<file path="src/rtl/uart_frame_pkg.sv">
// Shared state encoding and default framing bytes for the uart frame receiver.
package uart_frame_pkg;

  typedef enum logic [2:0] {
    IDLE   = 3'd0,
    ADDR   = 3'd1,
    LEN    = 3'd2,
    DATA   = 3'd3,
    CHK    = 3'd4,
    COMMIT = 3'd5,
    RESP   = 3'd6
  } frame_state_t;

  localparam logic [7:0] SOF_DEF = 8'hA5;
  localparam logic [7:0] ACK_DEF = 8'h06;
  localparam logic [7:0] NAK_DEF = 8'h15;

endpackage

</file>
<file path="src/rtl/uart_frame_buf.sv">
// Payload buffer: one synchronous write port filled while parsing DATA bytes,
// one combinational read port walked during COMMIT.
module uart_frame_buf #(
  parameter int DEPTH = 8,
  parameter int AW    = 3
) (
  input  logic          clk,
  input  logic          we,
  input  logic [AW-1:0] waddr,
  input  logic [7:0]    wdata,
  input  logic [AW-1:0] raddr,
  output logic [7:0]    rdata
);

  logic [7:0] mem_q [DEPTH];

  always_ff @(posedge clk) begin
    if (we) mem_q[waddr] <= wdata;
  end

  assign rdata = mem_q[raddr];

endmodule

</file>
<file path="src/rtl/uart_frame_rx.sv">
// Framed command receiver: SOF|ADDR|LEN|DATA[LEN]|CHK -> register writes + ACK/NAK.
// Optional inter-byte timeout enabled by defining FRAME_TIMEOUT_EN.
module uart_frame_rx
  import uart_frame_pkg::*;
#(
  parameter int         MAX_LEN     = 8,
  parameter logic [7:0] SOF         = SOF_DEF,
  parameter logic [7:0] ACK         = ACK_DEF,
  parameter logic [7:0] NAK         = NAK_DEF,
  parameter int         TIMEOUT_CYC = 4096
) (
  input  logic       i_clk,
  input  logic       i_reset,
  input  logic       i_rx_empty,
  input  logic [7:0] i_rd_data,
  output logic       o_rd_uart,
  input  logic       i_tx_full,
  output logic       o_wr_uart,
  output logic [7:0] o_wr_data,
  output logic       o_reg_we,
  output logic [7:0] o_reg_addr,
  output logic [7:0] o_reg_wdata,
  output logic       o_busy,
  output logic       o_frame_err
);

  localparam int IDX_W = $clog2(MAX_LEN + 1);
  localparam int AW    = (MAX_LEN > 1) ? $clog2(MAX_LEN) : 1;
  localparam logic [IDX_W-1:0] ONE = IDX_W'(1);

  frame_state_t     state_q, state_d;
  logic [7:0]       addr_q, addr_d;
  logic [IDX_W-1:0] len_q, len_d;
  logic [IDX_W-1:0] idx_q, idx_d;
  logic [7:0]       chk_q, chk_d;
  logic [7:0]       resp_q, resp_d;
  logic             reg_we_q, reg_we_d;
  logic [7:0]       reg_addr_q, reg_addr_d;
  logic [7:0]       reg_wdata_q, reg_wdata_d;
  logic             wr_uart_q, wr_uart_d;
  logic             frame_err_q, frame_err_d;

  logic             pop;
  logic             buf_we;
  logic [7:0]       buf_rdata;
  logic             tmo_hit;

  assign pop = !i_reset && !i_rx_empty &&
               (state_q inside {IDLE, ADDR, LEN, DATA, CHK});

  uart_frame_buf #(
    .DEPTH (MAX_LEN),
    .AW    (AW)
  ) u_buf (
    .clk   (i_clk),
    .we    (buf_we),
    .waddr (idx_q[AW-1:0]),
    .wdata (i_rd_data),
    .raddr (idx_q[AW-1:0]),
    .rdata (buf_rdata)
  );

`ifdef FRAME_TIMEOUT_EN
  localparam int TMO_W = $clog2(TIMEOUT_CYC + 1);
  logic [TMO_W-1:0] tmo_q, tmo_d;
  logic             waiting;

  // Counts consecutive stall cycles while a frame is partially received.
  assign waiting = (state_q inside {ADDR, LEN, DATA, CHK}) && !pop;
  assign tmo_hit = waiting && (tmo_q == TMO_W'(TIMEOUT_CYC - 1));

  always_comb begin
    tmo_d = '0;
    if (waiting && !tmo_hit) tmo_d = tmo_q + 1'b1;
  end

  always_ff @(posedge i_clk) begin
    if (i_reset) tmo_q <= '0;
    else         tmo_q <= tmo_d;
  end
`else
  // No timeout: a stalled frame waits indefinitely for its next byte.
  assign tmo_hit = (TIMEOUT_CYC < 0);
`endif

  always_comb begin
    state_d     = state_q;
    addr_d      = addr_q;
    len_d       = len_q;
    idx_d       = idx_q;
    chk_d       = chk_q;
    resp_d      = resp_q;
    reg_we_d    = 1'b0;
    reg_addr_d  = reg_addr_q;
    reg_wdata_d = reg_wdata_q;
    wr_uart_d   = 1'b0;
    frame_err_d = 1'b0;
    buf_we      = 1'b0;

    unique case (state_q)
      IDLE: begin
        if (pop && i_rd_data == SOF) state_d = ADDR;
      end
      ADDR: begin
        if (pop) begin
          addr_d  = i_rd_data;
          chk_d   = i_rd_data;
          state_d = LEN;
        end
      end
      LEN: begin
        if (pop) begin
          chk_d = chk_q ^ i_rd_data;
          if (i_rd_data == 8'd0 || i_rd_data > 8'(MAX_LEN)) begin
            frame_err_d = 1'b1;
            resp_d      = NAK;
            state_d     = RESP;
          end else begin
            len_d   = i_rd_data[IDX_W-1:0];
            idx_d   = '0;
            state_d = DATA;
          end
        end
      end
      DATA: begin
        if (pop) begin
          buf_we = 1'b1;
          chk_d  = chk_q ^ i_rd_data;
          idx_d  = idx_q + ONE;
          if (idx_q == len_q - ONE) begin
            idx_d   = '0;
            state_d = CHK;
          end
        end
      end
      CHK: begin
        if (pop) begin
          if (i_rd_data == chk_q) begin
            state_d = COMMIT;
          end else begin
            frame_err_d = 1'b1;
            resp_d      = NAK;
            state_d     = RESP;
          end
        end
      end
      // idx is reused as the buffer read pointer while replaying writes.
      COMMIT: begin
        reg_we_d    = 1'b1;
        reg_addr_d  = addr_q + 8'(idx_q);
        reg_wdata_d = buf_rdata;
        idx_d       = idx_q + ONE;
        if (idx_q == len_q - ONE) begin
          idx_d   = '0;
          resp_d  = ACK;
          state_d = RESP;
        end
      end
      RESP: begin
        if (!i_tx_full) begin
          wr_uart_d = 1'b1;
          state_d   = IDLE;
        end
      end
      default: state_d = IDLE;
    endcase

    if (tmo_hit) begin
      frame_err_d = 1'b1;
      idx_d       = '0;
      state_d     = IDLE;
    end
  end

  always_ff @(posedge i_clk) begin
    if (i_reset) begin
      state_q     <= IDLE;
      addr_q      <= '0;
      len_q       <= '0;
      idx_q       <= '0;
      chk_q       <= '0;
      resp_q      <= '0;
      reg_we_q    <= 1'b0;
      reg_addr_q  <= '0;
      reg_wdata_q <= '0;
      wr_uart_q   <= 1'b0;
      frame_err_q <= 1'b0;
    end else begin
      state_q     <= state_d;
      addr_q      <= addr_d;
      len_q       <= len_d;
      idx_q       <= idx_d;
      chk_q       <= chk_d;
      resp_q      <= resp_d;
      reg_we_q    <= reg_we_d;
      reg_addr_q  <= reg_addr_d;
      reg_wdata_q <= reg_wdata_d;
      wr_uart_q   <= wr_uart_d;
      frame_err_q <= frame_err_d;
    end
  end

  assign o_rd_uart   = pop;
  assign o_wr_uart   = wr_uart_q;
  assign o_wr_data   = resp_q;
  assign o_reg_we    = reg_we_q;
  assign o_reg_addr  = reg_addr_q;
  assign o_reg_wdata = reg_wdata_q;
  assign o_busy      = (state_q != IDLE);
  assign o_frame_err = frame_err_q;

endmodule

</file>
<file path="config.mk">
export PLATFORM = sky130hd
export DESIGN_NAME = uart_frame_rx
export DESIGN_NICKNAME = d
export VERILOG_FILES = /design/src/rtl/uart_frame_pkg.sv /design/src/rtl/uart_frame_buf.sv /design/src/rtl/uart_frame_rx.sv
export SDC_FILE = /design/constraint.sdc
export NUM_CORES = 1
export LEC_CHECK = 0
export BUFFER_PORTS_ARGS = -buffer_cell sky130_fd_sc_hd__buf_4
export CAP_MARGIN = 10
export CELL_PAD_IN_SITES_DETAIL_PLACEMENT = 1
export CELL_PAD_IN_SITES_GLOBAL_PLACEMENT = 1
export CORE_UTILIZATION = 25
export CTS_CLUSTER_DIAMETER = 50
export CTS_CLUSTER_SIZE = 14
export DETAILED_ROUTE_END_ITERATION = 8
export GPL_TIMING_DRIVEN = 0
export MAX_ROUTING_LAYER = met4
export PLACE_DENSITY = 0.52
export SYNTH_ARGS = -nofsm -noshare
export SYNTH_HDL_FRONTEND = slang
export SYNTH_SLANG_ARGS = --single-unit
</file>
<file path="constraint.sdc">
create_clock -name i_clk -period 5.2 [get_ports i_clk]
set_input_delay 0.26 -clock i_clk [delete_from_list [all_inputs] [get_ports i_clk]]
set_output_delay 0.26 -clock i_clk [all_outputs]
set_load 0.1 [all_outputs]
</file>
Word level (Yosys, flattened, before mapping)
Memories as Yosys holds them, arrays and structs flattened. A register that Yosys moved wholly into a read port is not among the register bits.
Cells that the tools add are included.
{ "word_totals": {"inputBits": 12, "reg_bits": 46, "ramBits": 64, "n_memories": 1} }
{ "mem_list": {"columns": ["name", "depth", "width", "rd", "rd_clocked_by_memory_dff", "wr", "line", "source"], "rows": [
  ["u_buf.mem_q", 8, 8, 1, 1, 1, "uart_frame_buf.sv:15", "logic [7:0] mem_q [DEPTH];"]
]} }
{ "op_classes": {"mux": 36, "bitwise_logic": 3, "n_eq_ne": 21, "n_addsub": 3, "reduce_logical": 21, "magnitude_cmp": 1} }
{ "op_table": {"columns": ["cell", "count"], "rows": [
  ["2-to-1 mux 8 bit", 7],
  ["2-to-1 mux 3 bit", 9],
  ["case mux 8 bit (3 select lines)", 1],
  ["case mux 3 bit (7 select lines)", 1],
  ["2-to-1 mux 4 bit", 4],
  ["!= test 2 bit, second input constant", 8],
  ["case mux 8 bit (2 select lines)", 1],
  ["case mux 4 bit (3 select lines)", 1],
  ["2-to-1 mux 1 bit", 10],
  ["== test 3 bit, second input constant", 3],
  ["nonzero test 3 bit", 3],
  ["adder 8 x 4 -> 8 bit", 1],
  ["== test 8 bit", 1],
  ["== test 8 bit, second input constant", 1],
  ["> comparator 8 x 4 -> 1 bit, second input constant", 1],
  ["zero test 8 bit", 1],
  ["!= test 2 x 1 -> 1 bit, second input constant", 4],
  ["AND reduction 8 bit", 1],
  ["XOR 8 bit", 1],
  ["== test 3 x 2 -> 1 bit, second input constant", 2],
  ["AND reduction 3 bit", 2],
  ["AND reduction 6 bit", 1],
  ["nonzero test 5 bit", 1],
  ["adder 4 x 1 -> 4 bit, second input constant", 1],
  ["other kinds (14)", 19]
]} }

Logic depth before layout (Yosys ltp)
Gate-level depths: netlist (run 1).
{ "depth": {"word_depth": 7, "ltp_mapped": 10, "depth_no_buf": 8} }

Hierarchy
A second synthesis (run 1) with hierarchy kept.
{ "unflattened": {"hier_cells": 418, "area_unflattened_um2": 5089.9} }
{ "by_module_without_submodules": {"columns": ["module", "instances", "cells_per_inst", "seq_area_each_um2", "area_per_inst_um2"], "rows": [
  ["uart_frame_rx", 1, 312, 980.9, 2558.7],
  ["uart_frame_buf", 1, 106, 1921.8, 2531.2]
]} }

Least setup slack after synthesis (run 1)
OpenSTA, ideal clock, no wires.
{ "synth_timing": {"path_type": "reg2out", "from": "register state_q[1]", "to": "output port o_rd_uart", "arrival_time_ps": 2921, "path_buffers": 1, "stages_incl_launch_ff": 4, "required_ps": 4940, "slack_ps": 2019, "cell_sequence": "dfxtp_1 -> clkbuf_1 -> or2_2 -> a21boi_0"} }
{ "synth_via": {"elab_chain_len": 3, "elab_cells_between_ends": 7} }
{ "synth_lines": {"columns": ["element", "line", "source"], "rows": [
  ["start, declared", "uart_frame_rx.sv:31", "frame_state_t state_q, state_d;"],
  ["start signal, assigned", "uart_frame_rx.sv:189", "state_q <= state_d;"],
  ["== test 3 x 1 -> 1 bit (tied with other cells)", "uart_frame_rx.sv:49", "(state_q inside {IDLE, ADDR, LEN, DATA, CHK});"],
  ["nonzero test 5 bit *", "uart_frame_rx.sv:49", null],
  ["logical AND 1 bit *", "uart_frame_rx.sv:48", "assign pop = !i_reset && !i_rx_empty &&"],
  ["end, declared", "uart_frame_rx.sv:16", "output logic o_rd_uart,"]
]} }
Every way passes the cells marked *; elsewhere a longest branch is shown, timed or not.

Worst setup path after layout (run 1)
{ "layout_timing": {"from": "register idx_q[1]", "to": "register reg_addr_q[6], in the netlist o_reg_addr[6]"} }
{ "layout_via": {"elab_chain_len": 1} }
{ "layout_lines": {"columns": ["element", "line", "source"], "rows": [
  ["start, declared", "uart_frame_rx.sv:34", "logic [IDX_W-1:0] idx_q, idx_d;"],
  ["start signal, assigned", "uart_frame_rx.sv:192", "idx_q <= idx_d;"],
  ["adder 8 x 4 -> 8 bit", "uart_frame_rx.sv:150", "reg_addr_d = addr_q + 8'(idx_q);"],
  ["end signal, assigned", "uart_frame_rx.sv:196", "reg_addr_q <= reg_addr_d;"],
  ["end, declared", "uart_frame_rx.sv:38", "logic [7:0] reg_addr_q, reg_addr_d;"]
]} }
No other way between the ends.
A chain may end at the register's enable or synchronous reset.

==> flow_summary.ini, run 1 <==
[routing]
vias = 3593
drcViolationCount = 0
ant_nets = 0
wl_per_cell_um = 17.9
drt_iter0_markers = 203
totalWireLength_um = 13900
drt-vias-per-instance = 4.61
first_pass_iters = 4

[cells_and_area]
fill_cells = 2156
nets = 521
area_delta_synth_final_pct = 24.2
drive_gt1_share_pct = 18.4
stdcell_area_um2 = 6260
diodes = 0

[min_path]
holdCritStartpoint = i_rd_data[0]
hold_depth = 1
hold_path_class = in2reg
hold_end = u_buf.mem_q[5][0]

[critical_path]
crit_type = reg2reg
rrSetupSlack_ns = 2.01
r2r_end = o_reg_addr[6]
crit_path_frequent_cell = buf_2
crit_path_top_delay_cell = dfxtp_1
cp-end-kind = register
crit_path_start_kind = register
r2r_cells = 10
arrival_ns = 3.52
crit_chain = buf_2, buf_2, clkbuf_1, inv_1, fa_1, nor2b_1, o21a_1, o211ai_1, xor2_1, a211oi_1
reg2reg_from = idx_q[1]
slowest_delay_ns = 0.50
crit_required_ns = 5.53
crit_path_max_fanout = 10

[cts]
clk_pin_slew_ns = 0.06
hold_buffers = 0
h-tree-depth = 4
tritoncts = done
clock-root-buffer = clkbuf_16
post_cts.repair.setup_buffers = 0
cts_buffer_depth = 2
cts-resized-gates = 0
cts_sinks = 113
cts_buffers = 17
clock_latency_ns = 0.42

[sta]
hold_viol_final = 0
fin_skew_ns = 0.00550
rsz0062_at_grt = no
max_freq_mhz = 313
slew_headroom_pct = 40.6
setup_ws_ns = 2.01
layout_worst_path_cycle_share_pct = 61.4
finalSetupTns_ns = 0
tightest_slew_ns = 0.884
period_needed_ns = 3.19
final-max-slew-violation-count = 0
setup_viol = 0

[die]
die_h_um = 144
core_area_um2 = 19600
start_util_pct = 25.7
die_x_um = 144
io_pins = 41
fp-row-count = 51
die_area_um2 = 20700

[yosys]
yosys_warnings = 0
synthesis.area_um2 = 5040
synth_top_family_by_area = simple AND/OR/NAND/NOR gates
synth.distinct_cells = 63
synth-xor-area-share_pct = 3.40
synth_fa_ha_area_share_pct = 1.89
async_flop_share_pct = 0
synth_mux_area_share_pct = 6.77
synth_enable_flop_cells = 64
synth-seq-cells = 113
synthSimpleGateAreaFrac_pct = 13.9
synth_area_per_cell_um2 = 11.4
synth_compound_gate_area_share_pct = 12.7
seq_area_frac_synth_pct = 57.6
ys.flop_type = edfxtp_1
synthCells = 442

[global_routing]
grt_pass1_wl_um = 21900
grt_pass1_vias = 3820
grt_antenna_before_repair = 0
overflow = 0
grtUsageTotal_pct = 15.0
grt_max_degree = 17

[placed_design]
dpl_cell_area_um2 = 5670
port_buffers = 36
post-place-ws_ns = 1.95
dp_hpwl_um = 9580
place_congestion = 0.766

[pwr]
p_per_area_nw_per_um2 = 349
p_leak_uw = 0.00220
ir_drop_v = 0.000116

[job]
drv_cap = 0

[run_status]
status = finished, final reports clean
[routing by layer]
layer | part of all wire [%] | wire length (µm) | vias up | track usage [%]
li1 | - | - | 1740 | -
met1 | 49 | 6840 | 1780 | 18.8
met2 | 47 | 6540 | 57 | 23.9
met3 | 2.6 | 356 | 16 | 2.91
met4 | 1.5 | 204 | 0 | 5.99
met5 | 0 | 0 | - | -
[metrics by stage]
stage / cells / hold WS, ns / util (%) / power, µW
CTS: 780 / 0.0733 / 32.0 / 2210
finish: 780 / 0.0895 / 32.0 / 2190
floorplan: 445 / 0.359 / - / 994
detailed placement: 748 / 0.452 / 28.9 / 1030
global route: 780 / 0.0811 / 32.0 / 2250
global placement: 746 / 0.443 / 28.9 / 1020
[where the power goes]
part           switching (µW)  internal (µW)  leakage (µW)
clock network             431            750      0.000279
logic                    49.1           13.8      0.000948
registers              0.0791            943      0.000969
[sequential cells by signal (all words and copies together), names as in the netlist, 3 cells and up]
register     flops
u_buf.mem_q     64
addr_q           8
chk_q            8
o_reg_addr       8
o_reg_wdata      8
idx_q            4
len_q            4
o_wr_data        3
state_q          3
[cell usage in the layout (no fill, tap or decap), types with 11 or more instances in the layout]
master     count
o21ai_0       12
buf_4         42
dfxtp_1       49
nand3_1       12
nor3_1        12
clkbuf_1      21
xor2_1        12
inv_1         12
edfxtp_1      64
a21o_1        11
nand2_1       43
a21oi_1       21
nor2_1        34
mux2i_1       15
clkbuf_16     17
[area by class of cell]
type,instances,area [µm²],area share [%]
Tap cell,265,332,5.29
Timing Repair Buffer,38,283,4.52
Multi-Input combinational cell,288,1960,31.4
Inverter,13,48.8,0.779
Clock inverter,14,164,2.62
Sequential cell,113,2900,46.4
Clock buffer,18,429,6.85
Buffer,31,139,2.22
[worst max-delay path, delay by kind of cell, from the launching register on]
kind	cells	cell delay, ns
buffers and inverters	4	1.34
DFF	1	0.50
AOI/OAI and AO/OA	3	0.49
adders and majority gates	1	0.44
and+or+nand+nor	1	0.18
xor gates and xnor gates	1	0.16
[kinds of logic (layout without fill, tap and decap cells)]
kind of cell | after synthesis | in the layout
xor gates and xnor gates | 18 | 18
buffers and inverters | 44 | 114
and+or+nand+nor | 140 | 140
adders and majority gates | 7 | 7
DFF | 113 | 113
AOI/OAI and AO/OA | 93 | 93
muxes | 26 | 26
other | 1 | 4
[how the worst max path moves through the flow]
stage | endpoint | slack (ns) | cells after the start | startpoint
2_1_floorplan | o_rd_uart | 2.02 | 3 | state_q[1]
3_3_place_gp | o_reg_addr[6] | 1.99 | 10 | idx_q[1]
3_5_place_dp | o_reg_addr[6] | 1.95 | 10 | idx_q[1]
4_1_cts | o_reg_addr[6] | 1.94 | 10 | idx_q[1]
5_1_grt | o_reg_addr[6] | 1.69 | 10 | idx_q[1]
6_report | o_reg_addr[6] | 2.01 | 10 | idx_q[1]
[cell usage after synthesis, types with 6 or more instances]
cell / n / area [µm²]
a21oi_1: 21 / 105
nand3_1: 12 / 60.1
a21o_1: 11 / 82.6
nor3_1: 12 / 60.1
o21ai_0: 12 / 60.1
edfxtp_1: 64 / 1920
nor2_1: 34 / 128
o22ai_1: 6 / 37.5
xor2_1: 12 / 105
and3_1: 6 / 37.5
ha_1: 6 / 75.1
a211oi_1: 9 / 67.6
dfxtp_1: 49 / 981
nand2_1: 43 / 161
mux4_2: 6 / 135
clkbuf_1: 20 / 75.1
mux2i_1: 15 / 150
inv_1: 12 / 45.0
Power figures use the tool's default switching activity.
==> inputs of run 2 (changes only) <==
--- a/config.mk
+++ b/config.mk
@@ -5,6 +5,7 @@
 export SDC_FILE = /design/constraint.sdc
 export NUM_CORES = 1
 export LEC_CHECK = 0
+export ABC_AREA = 1
 export BUFFER_PORTS_ARGS = -buffer_cell sky130_fd_sc_hd__buf_4
 export CAP_MARGIN = 10
 export CELL_PAD_IN_SITES_DETAIL_PLACEMENT = 1
@@ -15,7 +16,7 @@
 export DETAILED_ROUTE_END_ITERATION = 8
 export GPL_TIMING_DRIVEN = 0
 export MAX_ROUTING_LAYER = met4
-export PLACE_DENSITY = 0.52
+export PLACE_DENSITY = 0.53
 export SYNTH_ARGS = -nofsm -noshare
 export SYNTH_HDL_FRONTEND = slang
 export SYNTH_SLANG_ARGS = --single-unit
==> constraint.sdc (replaced) <==
create_clock -name i_clk -period 3.06 [get_ports i_clk]
set_input_delay 0.153 -clock i_clk [delete_from_list [all_inputs] [get_ports i_clk]]
set_output_delay 0.153 -clock i_clk [all_outputs]
set_load 0.1 [all_outputs]
==> run 2 against run 1 <==
Effect of this change:
- critical path depth is 5 lower
- worst hold slack worse by 0.050 ns
- sequential power increased by 93%
- final cell count up 13%
- flip-flop and latch count stayed put
- routed wire length is 8.4% higher
- combinational power grew to 26 times the previous value
- fmax grew 31%
- clock skew hardly changed
- die area decreased by 0.34%
- clock power grew 67%
==> flow_summary.ini, run 2 <==
[run_status]
status = finished, final reports clean

[critical_path]
crit_type = reg2reg
crit_path_start_kind = register
crit_required_ns = 3.10
arrival_ns = 2.48
crit_path_max_fanout = 10
cp-end-kind = register

[yosys]
synthesis.area_um2 = 5030
synth_top_area_share_pct = 38.2
synth_enable_flop_cells = 64
synth_common_cells = 95 x nor2_1, 78 x nand2_1, 64 x edfxtp_1, 50 x o21ai_0, 49 x dfxtp_1
yosys-top-cells-area = edfxtp_1 38%, dfxtp_1 20%, nor2_1 7.1%
synth_area_per_cell_um2 = 9.31
synth.distinct_cells = 38
yosys_warnings = 0
synth-seq-cells = 113
async_flop_share_pct = 0
seq_area_frac_synth_pct = 57.8
ys.flop_type = edfxtp_1
synth_area_leader_cell = edfxtp_1
synthCells = 540
synth.most_common_cell = nor2_1

[cts]
h-tree-depth = 4
cts_buffers = 17
clock-root-buffer = clkbuf_16
cts_buffer_depth = 2
cts_sinks = 113
clock_latency_ns = 0.41
tritoncts = done
clk_pin_slew_ns = 0.05

[routing]
wl_per_cell_um = 17.1
vias = 3988
totalWireLength_um = 15100
ant_nets = 0
drt_iter0_markers = 198
drt-vias-per-instance = 4.53
drcViolationCount = 0
first_pass_iters = 4

[sta]
period_needed_ns = 2.45
whs_ns = 0.0398
setup_ws_ns = 0.614
final-max-slew-violation-count = 0
layout_worst_path_cycle_share_pct = 79.9
finalSetupTns_ns = 0
rsz0062_at_grt = no
setup_viol = 0
fin_skew_ns = 0.00527
hold_viol_final = 0
max_freq_mhz = 409
slew_headroom_pct = 38.5
tightest_slew_ns = 0.917

[die]
core_area_um2 = 19600
die_h_um = 144
die_area_um2 = 20700
die_x_um = 144
fp-row-count = 51
io_pins = 41
start_util_pct = 25.7

[cells_and_area]
area_delta_synth_final_pct = 24.8
nets = 623
final_cell_mix = 95 x nor2_1, 78 x nand2_1, 64 x edfxtp_1
largest_register_ff_count = 64
drive_gt1_share_pct = 17.2
diodes = 0
layout_commonest_cell = nor2_1
finalNonFillerCells = 881
regMostFlops = u_buf.mem_q

[placed_design]
port_buffers = 36
post-place-ws_ns = 0.384
dp_hpwl_um = 10800
dp_cells = 846
place_congestion = 0.797

[global_routing]
grt_max_degree = 17
grt_pass1_vias = 4273
overflow = 0
grt_pass1_wl_um = 24200
grt_antenna_before_repair = 0
grtUsageTotal_pct = 16.6

[pwr]
p_per_area_nw_per_um2 = 863
ir_drop_v = 0.000362
total_power_uw = 5410
p_leak_uw = 0.00247

[job]
drv_cap = 0

[min_path]
hold_path_class = in2reg
-- run 2: cell types whose count changed after synthesis, moves of 6 or more --
cell      delta
inv_1       +27
and3_1       -6
a21o_1      -11
nand2_2      +6
inv_2       +11
mux2i_1     -15
o21ai_1     +13
clkbuf_1     -8
mux4_2       -6
nand2_1     +35
nor2_1      +61
o21ai_0     +38
a211oi_1     -9
-- run 2: layout make-up --
cell class,count,area (µm²)
clock inverter,11,140
inverter,51,196
fill,2287,13300
tap,265,332
sequential,113,2900
timing repair buffer,42,320
clock buffer,20,437
multi-input combinational,359,1850
buffer,20,96.3
-- run 2: logic make-up after synthesis --
logic type / synth area share, %
adders and majority gates: 1.89
DFF: 57.8
AOI/OAI and AO/OA: 12.5
other: 0.0746
buffers and inverters: 5.83
xor gates and xnor gates: 2.44
and+or+nand+nor: 19.5
-- run 2: path summary, 6_finish.rpt --
| path | start | endpoint | slack, ns | cells past startpoint |
|---|---|---|---|---|
| setup / recovery | idx_q[0] | u_buf.mem_q[6][4] | 0.61 | 5 |
| hold / removal | i_rd_data[4] | u_buf.mem_q[7][4] | 0.04 | 1 |
| setup reg to reg | idx_q[0] | u_buf.mem_q[6][4] | 0.61 | 5 |
| hold reg to reg | o_reg_addr[0] | o_reg_addr[0] | 0.47 | 2 |
-- run 2: metrics by stage --
stage | instance area (µm²) | util, %
6_report | 6270 | 32.0
2_1_floorplan | 5040 | -
4_1_cts | 6270 | 32.0
5_1_grt | 6270 | 32.0
3_5_place_dp | 5660 | 28.9
3_3_place_gp | 5640 | 28.8
-- run 2: critical path, stage by stage, from the launching register on --
cell and delay (ns):
dfxtp_1 0.33, buf_2 0.21, inv_2 0.17, clkbuf_1 0.43, nand2_1 0.22, nor2_1 0.71
-- run 2: report_power, final --
part           leakage (µW)  switching [µW]  internal, µW
clock              0.000275             698          1270
sequential         0.000972             104          1720
combinational       0.00122            1220           399
-- run 2: routing by layer --
| layer | up-vias | part of all wire (%) | track usage, % |
|---|---|---|---|
| li1 | 1958 | - | - |
| met4 | 0 | 1.2 | 5.38 |
| met3 | 14 | 2.2 | 3.23 |
| met1 | 1969 | 49 | 21.1 |
| met2 | 47 | 47 | 26.6 |
| met5 | - | 0 | - |
-- run 2: repair_timing --
action                    4_1_cts  5_1_grt
resized for setup               0        0
hold buffers                    3        0
setup buffers                   0        0
hold endpoints to repair        3        0
==> inputs of run 3 (changes only) <==
==> constraint.sdc (replaced) <==
create_clock -name i_clk -period 2.4 [get_ports i_clk]
set_input_delay 0.12 -clock i_clk [delete_from_list [all_inputs] [get_ports i_clk]]
set_output_delay 0.12 -clock i_clk [all_outputs]
set_load 0.1 [all_outputs]
==> run 3 against run 2 <==
Effect of this change:
- combinational power rose by 28%
- global-route usage about the same
- power is 28% higher
- cell area rose by 0.34%
- routed wire length fell by 0.24%
- non-clock buffer count fell by 1
- critical path depth is 1 lower
- worst hold slack worse by 0.014 ns
- highest routed layer unchanged
- critical endpoint is now u_buf.mem_q[3][2]
==> flow_summary.ini, run 3 (synthesized netlist as in run 2, its figures left out) <==
[cells_and_area]
stdcell_area_um2 = 6290
layout_commonest_cell = nor2_1
drive_gt1_share_pct = 18.0
regMostFlops = u_buf.mem_q
largest_register_ff_count = 64
final_cell_mix = 91 x nor2_1, 78 x nand2_1, 64 x edfxtp_1
nets = 622
diodes = 0
area_delta_synth_final_pct = 25.2

[critical_path]
crit_required_ns = 2.44
slowest_delay_ns = 0.64
crit_path_start_kind = register
r2r_cells = 4
arrival_ns = 2.31
crit_path_frequent_cell = inv_1
cp-end-kind = register
crit_type = reg2reg
cp.depth = 4
crit_chain = inv_1, nor2_1, inv_1, nor3_2
rrSetupSlack_ns = 0.13
path_delay_family = simple AND/OR/NAND/NOR gates
cp.buffers_inverters = 2
crit_path_max_fanout = 8
crit_path_top_delay_cell = nor3_2

[sta]
period_needed_ns = 2.27
hold_viol_final = 0
final-max-slew-violation-count = 0
slew_headroom_pct = 40.5
fin_skew_ns = 0.00549
layout_worst_path_cycle_share_pct = 94.6
setup_ws_ns = 0.129
tightest_slew_ns = 0.888
max_freq_mhz = 440
setup_viol = 0

[global_routing]
grtUsageTotal_pct = 16.6
overflow = 0
grt_max_degree = 17
grt_antenna_before_repair = 0
grt_pass1_vias = 4274
grt_pass1_wl_um = 24200

[die]
core_area_um2 = 19600
fp-row-count = 51
start_util_pct = 25.7
die_x_um = 144
io_pins = 41
die_h_um = 144
die_area_um2 = 20700

[cts]
clock-root-buffer = clkbuf_16
clock_latency_ns = 0.41
h-tree-depth = 4
tritoncts = done
cts_sinks = 113
cts_buffer_depth = 2
post_cts.repair.setup_buffers = 0
clk_pin_slew_ns = 0.06
cts_buffers = 17

[pwr]
p_per_area_nw_per_um2 = 1100
ir_drop_v = 0.000466
p_leak_uw = 0.00246

[min_path]
hold_depth = 1
hold_path_class = in2reg

[placed_design]
place_congestion = 0.797
post-place-ws_ns = -0.276
dp_hpwl_um = 10800
dpl_cell_area_um2 = 5660
port_buffers = 36

[routing]
drt-vias-per-instance = 4.50
first_pass_iters = 4
drt_iter0_markers = 205
totalWireLength_um = 15100
ant_nets = 0
drcViolationCount = 0
vias = 3959
wl_per_cell_um = 17.1

[run_status]
status = finished, final reports clean

[job]
drv_cap = 0
## run 3: cell count changes in the layout (fill, tap and decap cells not counted), sizes merged
| cell | change |
|---|---|
| clkbuf | -1 |
| dlygate4sd3 | +1 |
| buf | -1 |
## run 3: layer usage
metal,global-route usage [%],vias up,routed length [µm]
met5,-,-,0
met4,5.38,0,193
met3,3.23,15,283
met2,26.6,37,7170
met1,21.1,1952,7430
li1,-,1955,-
## run 3: repair_timing
item,in CTS,in global routing
hold buffers,4,0
hold endpoints to repair,11,0
gates resized for setup,1,5
endpoints found under the setup margin,32,50
## run 3: path summary, 6_finish.rpt
kind | from | end
setup / recovery | idx_q[1] | u_buf.mem_q[3][2]
hold / removal | i_rd_data[6] | u_buf.mem_q[7][6]
setup reg to reg | idx_q[1] | u_buf.mem_q[3][2]
hold reg to reg | o_reg_addr[0] | o_reg_addr[0]
## run 3: report_power, final
group          leakage, µW  internal [µW]  switching [µW]
combinational      0.00122            507            1570
clock             0.000275           1620             898
sequential        0.000972           2190             133
total              0.00246           4310            2600
## run 3: area by class of cell
cell class,instances,area [µm²]
plain buffers,19,92.6
inverters,51,196
clock inverters,11,140
flip-flops and latches,113,2900
clock buffers,20,437
well taps,265,332
repair buffers,42,325
fillers,2281,13300
multi-input cells,359,1870
## run 3: metrics by stage
step | cells | hold WS (ns) | utilization (%) | power, µW | setup TNS (ns)
floorplan | 543 | 0.189 | - | 3830 | 0
global placement | 844 | 0.312 | 28.8 | 4400 | -8.35
detailed placement | 846 | 0.304 | 28.9 | 4440 | -3.72
CTS | 881 | 0.0146 | 32.1 | 6980 | -2.42
global route | 880 | 0.0286 | 32.1 | 7260 | -0.0113
finish | 880 | 0.0260 | 32.1 | 6910 | 0
## run 3: worst reg2reg max path: stages (launching register included)
cell	delay, ns
dfxtp_1	0.53
inv_1	0.15
nor2_1	0.32
inv_1	0.26
nor3_2	0.65
